File: src/rtl/rs_entry_tracker_pkg.sv
// rs_entry_tracker_pkg: shared reservation-station sizing and entry lifecycle state encoding.
package rs_entry_tracker_pkg;
    localparam int RS_ENTRIES = 8;
    localparam int RS_IDX_W   = $clog2(RS_ENTRIES);
    typedef enum logic [1:0] {RS_FREE, RS_ALLOC, RS_ISSUED} rs_state_e;
endpackage

File: src/rtl/rs_free_pick.sv
// rs_free_pick: lowest-index priority encoder over the free-entry vector.
module rs_free_pick #(
    parameter int N = 8,
    parameter int W = $clog2(N)
) (
    input  logic [N-1:0] free,
    output logic [W-1:0] idx,
    output logic         any
);
    always_comb begin
        idx = '0;
        for (int i = N - 1; i >= 0; i--)
            if (free[i]) idx = W'(i);
        any = |free;
    end
endmodule

File: src/rtl/rs_entry_tracker.sv
// rs_entry_tracker: per-entry FREE/ALLOCATED/ISSUED lifecycle for the reservation station.
module rs_entry_tracker
    import rs_entry_tracker_pkg::*;
#(
    parameter int RS_ENTRIES = rs_entry_tracker_pkg::RS_ENTRIES,
    parameter int IDX_W      = $clog2(RS_ENTRIES),
    parameter int CNT_W      = $clog2(RS_ENTRIES + 1)
) (
    input  logic                  clk,
    input  logic                  rst_n,
    input  logic                  alloc_req,
    output logic                  alloc_ready,
    output logic [IDX_W-1:0]      alloc_entry,
    input  logic                  issue_valid,
    input  logic [IDX_W-1:0]      issue_entry,
    input  logic                  retire_rs_valid,
    input  logic [IDX_W-1:0]      retire_rs_entry,
    input  logic                  flush,
    output logic [RS_ENTRIES-1:0] occupied,
    output logic [RS_ENTRIES-1:0] issued,
    output logic [CNT_W-1:0]      free_count,
    output logic                  full,
    output logic                  empty,
    output logic                  proto_err
);
    rs_state_e             state [RS_ENTRIES];
    logic [RS_ENTRIES-1:0] free_vec;
    logic                  alloc_ok, issue_ok, retire_ok, err;

    always_comb begin
        for (int i = 0; i < RS_ENTRIES; i++) begin
            free_vec[i] = state[i] == RS_FREE;
            issued[i]   = state[i] == RS_ISSUED;
        end
        occupied = ~free_vec;
    end

    rs_free_pick #(.N(RS_ENTRIES), .W(IDX_W)) u_pick (
        .free (free_vec),
        .idx  (alloc_entry),
        .any  (alloc_ready)
    );

    // Legality is judged on pre-edge state, so legal ops always hit distinct entries.
    assign alloc_ok  = alloc_req && alloc_ready;
    assign issue_ok  = issue_valid && state[issue_entry] == RS_ALLOC;
    assign retire_ok = retire_rs_valid && state[retire_rs_entry] == RS_ISSUED;
    assign err       = (alloc_req && !alloc_ready) || (issue_valid && !issue_ok) ||
                       (retire_rs_valid && !retire_ok);

    always_ff @(posedge clk or negedge rst_n) begin
        if (!rst_n) begin
            for (int i = 0; i < RS_ENTRIES; i++) state[i] <= RS_FREE;
            free_count <= CNT_W'(RS_ENTRIES);
            proto_err  <= 1'b0;
        end else if (flush) begin
            for (int i = 0; i < RS_ENTRIES; i++) state[i] <= RS_FREE;
            free_count <= CNT_W'(RS_ENTRIES);
        end else begin
            if (alloc_ok)  state[alloc_entry]     <= RS_ALLOC;
            if (issue_ok)  state[issue_entry]     <= RS_ISSUED;
            if (retire_ok) state[retire_rs_entry] <= RS_FREE;
            free_count <= free_count + CNT_W'(retire_ok) - CNT_W'(alloc_ok);
            proto_err  <= proto_err | err;
        end
    end

    assign full  = free_count == '0;
    assign empty = free_count == CNT_W'(RS_ENTRIES);

    a_free_count: assert property (@(posedge clk) disable iff (!rst_n)
        free_count == CNT_W'($countones(free_vec)));
endmodule

File: config.mk
export PLATFORM = sky130hd
export DESIGN_NAME = rs_entry_tracker
export DESIGN_NICKNAME = d
export VERILOG_FILES = /design/src/rtl/rs_entry_tracker_pkg.sv /design/src/rtl/rs_free_pick.sv /design/src/rtl/rs_entry_tracker.sv
export SDC_FILE = /design/constraint.sdc
export NUM_CORES = 1
export LEC_CHECK = 0
export CAP_MARGIN = 30
export CELL_PAD_IN_SITES_DETAIL_PLACEMENT = 1
export CELL_PAD_IN_SITES_GLOBAL_PLACEMENT = 2
export CORE_ASPECT_RATIO = 1.5
export CORE_MARGIN = 1
export CORE_UTILIZATION = 31
export CTS_CLUSTER_DIAMETER = 40
export CTS_CLUSTER_SIZE = 12
export DETAILED_ROUTE_END_ITERATION = 6
export PLACE_DENSITY_LB_ADDON = 0.1
export SLEW_MARGIN = 20
export SYNTH_ARGS = -nofsm -noshare
export SYNTH_HDL_FRONTEND = slang
export SYNTH_HIERARCHICAL = 1
export SYNTH_SLANG_ARGS = --single-unit
export TNS_END_PERCENT = 100
File: constraint.sdc
create_clock -name clk -period 2.8 [get_ports clk]
set_input_delay 0.84 -clock clk [delete_from_list [all_inputs] [get_ports clk]]
set_output_delay 0.84 -clock clk [all_outputs]
set_load 0.02 [all_outputs]
==> results.yml <==
clock_tree:
  clkSinkCount: 21
  clk_path_buf_depth: 2
  cts-buffers-inserted: 3
  htree_num_levels: 1
  clock-root-buffer: "clkbuf_8"
  worst_setup_hold_path_clk_slew_ns: 0.08
  tritoncts: "done"
  postCtsHoldBufs: 0
  clock_insertion_delay_worst_skew_ns: 0.27
power_and_ir_drop:
  static-leakage-power_nw: 1.16
  power.density_cell_area_nw_per_um2: 347
  switching_power_mw: 0.306
  power_frac_clock: 0.236
  peakVddDrop_uv: 249
  power.share.sequential: 0.382
  switching_power_share_of_the_total: 0.342
  power.internal_mw: 0.588
  combPwrFrac: 0.382
  total_power_mw: 0.895
synthesis:
  synth.net_count: 207
  synthesis.area_um2: 1750
  yosys_warnings: 6
  synth-seq-cells: 21
  synth_enable_flop_cells: 0
  syn_inst: 188
  yosys_most_used_dff: "dfrtp_1"
  ys_async_sr_fraction: 1.00
  syn_area_per_cell_um2: 9.30
  distinct_cell_type_count_of_the_synthesized_netlist: 45
  synth_seq_area_share: 0.301
place:
  place_congestion: 0.983
  place_area_um2: 2490
  post-dp-hpwl_um: 5260
  io_buffers: 38
route:
  wire_per_inst_um: 18.9
  drt_first_iter_violations: 51
  drt-vias-per-instance: 5.45
  drt_drc_violations_left: 0
  vias: 1858
  routed_wl_um: 6460
  postRouteAntennaNets: 0
  pre_repair_dr_iteration_count: 6
sta:
  final.setup_skew_ns: 0.00946
  count_of_pins_over_their_slew_limit: 0
  min_period_ns: 2.69
  setup_viol: 0
  fmax_mhz: 372
  hold_viol_final: 0
  period_share: 0.959
  tightest_slew_ns: 0.386
  slew-limit-headroom: 0.742
  grt_setup_unrepaired: "false"
worst_hold_path:
  worst_hold_path_endpoint: "proto_err"
  timing.hold.worst.start: "proto_err"
  worstHoldPathCells: 1
  min-delay-path-class: "flop to flop"
critical_path:
  crit_type: "input pin to flop"
  worstPathCellList: "dlygate4sd2_1 > mux4_1 > mux2i_1 > a211oi_2 > buf_4 > and3_2 > a2111oi_2"
  timing.critical_path.from_type: "input pin"
  cp_slowest_stage_delay_ns: 0.60
  reg2reg_setup_slack_ns: 0.34
  critical_path.n_buffers_inverters: 2
  critical_path_required_ns: 2.95
  cp.arrival_ns: 2.83
  worstReg2RegEnd: "free_count[1]"
  regToRegStartpoint: "state[10]"
  worstSetupEndpointType: "flop"
  crit_path_max_fanout: 5
  reg2regPathDepth: 10
  crit_family: "multiplexers"
  crit_path_top_delay_cell: "mux4_1"
cells_and_area:
  layout-area-overhead-vs-synth_pct: 47.4
  post-route-util: 0.473
  drive_gt1_frac: 0.310
  antenna_fix_cells: 0
  stdcell_area_um2: 2580
  finalNetCount: 291
grt:
  maximum_number_of_pins_on_one_net_before_global_route_repair: 22
  grt_pass1_vias: 1931
  globalRouteOverflowTotal: 0
  grt.total_usage: 0.233
  wire_length_of_the_first_global_routing_pass_um: 10300
  antenna_found_initial: 0
floorplan:
  start_util: 0.321
  row_cnt: 33
  die-area_um2: 5950
  ios: 39
  fp.dieH_um: 94
  die_w_um: 63.3
  fp.coreArea_um2: 5450
status:
  status: "finished, final reports clean"
flow_run:
  maxCapViolCount: 0
-- stage by stage --
stage          cells  TNS [ns]  hold WS, ns  setup slack (ns)
2_1_floorplan    188         0        0.527           0.00293
4_1_cts          339         0        0.560            0.0156
6_report         341         0        0.547             0.114
3_3_place_gp     332     -6.86        0.509            -0.544
3_5_place_dp     332     -7.76        0.535            -0.605
5_1_grt          341         0        0.575            0.0205
-- registers in the layout, indices dropped and copies added, names as in the netlist --
register and cells:
free_count 4, proto_err 1, state 16
-- layout by cell type, fill, tap and decap left out, types with 4 or more instances in the layout --
| cell | Yosys | final |
|---|---|---|
| buf_4 | 0 | 47 |
| clkdlybuf4s50_1 | 0 | 30 |
| dfrtp_1 | 20 | 20 |
| inv_1 | 18 | 18 |
| nor2b_1 | 15 | 15 |
| nand2_1 | 13 | 11 |
| a21oi_1 | 11 | 10 |
| nand3_1 | 9 | 9 |
| nor2_1 | 9 | 9 |
| nor3_1 | 8 | 8 |
| or2_2 | 8 | 8 |
| nor3b_1 | 7 | 7 |
| a32oi_1 | 5 | 5 |
| a2111oi_2 | 5 | 5 |
| ha_1 | 6 | 5 |
| mux4_1 | 4 | 4 |
| dlygate4sd2_1 | 0 | 4 |
-- how the worst max path moves through the flow --
stage	end	depth (start not counted)	start
floorplan	free_count[2]	11	retire_rs_entry[0]
global placement	free_count[1]	11	retire_rs_entry[0]
detailed placement	free_count[1]	11	retire_rs_entry[0]
CTS	free_count[1]	11	retire_rs_entry[0]
global route	alloc_entry[0]	5	state[0]
finish	state[12]	7	issue_entry[0]
-- Yosys cell counts, types with 3 or more instances --
| cell type | instances | area, um^2 |
|---|---|---|
| a2111oi_2 | 5 | 75.1 |
| a21oi_1 | 11 | 55.1 |
| a31oi_1 | 3 | 18.8 |
| a32oi_1 | 5 | 43.8 |
| buf_6 | 4 | 45.0 |
| clkbuf_1 | 3 | 11.3 |
| dfrtp_1 | 20 | 500 |
| ha_1 | 6 | 75.1 |
| inv_1 | 18 | 67.6 |
| mux2i_1 | 3 | 30.0 |
| mux4_1 | 4 | 105 |
| nand2_1 | 13 | 48.8 |
| nand3_1 | 9 | 45.0 |
| nor2_1 | 9 | 33.8 |
| nor2b_1 | 15 | 93.8 |
| nor3_1 | 8 | 40.0 |
| nor3b_1 | 7 | 52.6 |
| o41ai_1 | 3 | 26.3 |
| or2_2 | 8 | 50.1 |
-- metal layers --
metal | vias up | track usage | share of wire
met2 | 67 | 0.458 | 0.56
met3 | 17 | 0.0218 | 0.041
met4 | 0 | 0.0871 | 0.034
li1 | 854 | - | -
met5 | - | 0 | 0
met1 | 920 | 0.248 | 0.36
-- worst register-to-register path, cell delays in order, from the launching register on --
cell     delay, ns
dfrtp_1       0.38
or2_2         0.33
inv_1         0.14
nor2_1        0.09
nand3_1       0.15
and2_1        0.24
ha_1          0.25
inv_1         0.06
ha_2          0.18
fa_1          0.40
nor2b_1       0.14
-- timing repair --
item,CTS,global route
setup buffers,2,2
pin swaps,3,4
gates cloned,1,0
resized for setup,17,8
setup endpoints to repair,23,4
-- power by group through the flow --
| stage | logic, mW | registers [mW] | clock network (mW) |
|---|---|---|---|
| after floorplan | 0.165 | 0.364 | 0 |
| after global placement | 0.324 | 0.346 | 0 |
| after detailed placement | 0.339 | 0.348 | 0 |
| after CTS | 0.341 | 0.343 | 0.215 |
| after global routing | 0.376 | 0.345 | 0.235 |
| final | 0.342 | 0.342 | 0.211 |
-- area by class of cell --
class	count	area (um^2)
tap	70	87.6
inverter	18	67.6
timing repair buffer	87	729
clock buffer	3	41.3
fill	656	2870
multi-input combinational	141	1120
sequential	21	527
clock inverter	1	5.00
-- cells by family after synthesis --
kind of cell / Yosys count / synth area share
and+or+nand+nor: 83 / 0.273
muxes: 9 / 0.103
buffers and inverters: 26 / 0.0737
xor gates and xnor gates: 2 / 0.0100
adders and majority gates: 7 / 0.0544
AOI/OAI and AO/OA: 40 / 0.185
DFF: 21 / 0.301
No activity file was read; power rests on OpenSTA's default activity.
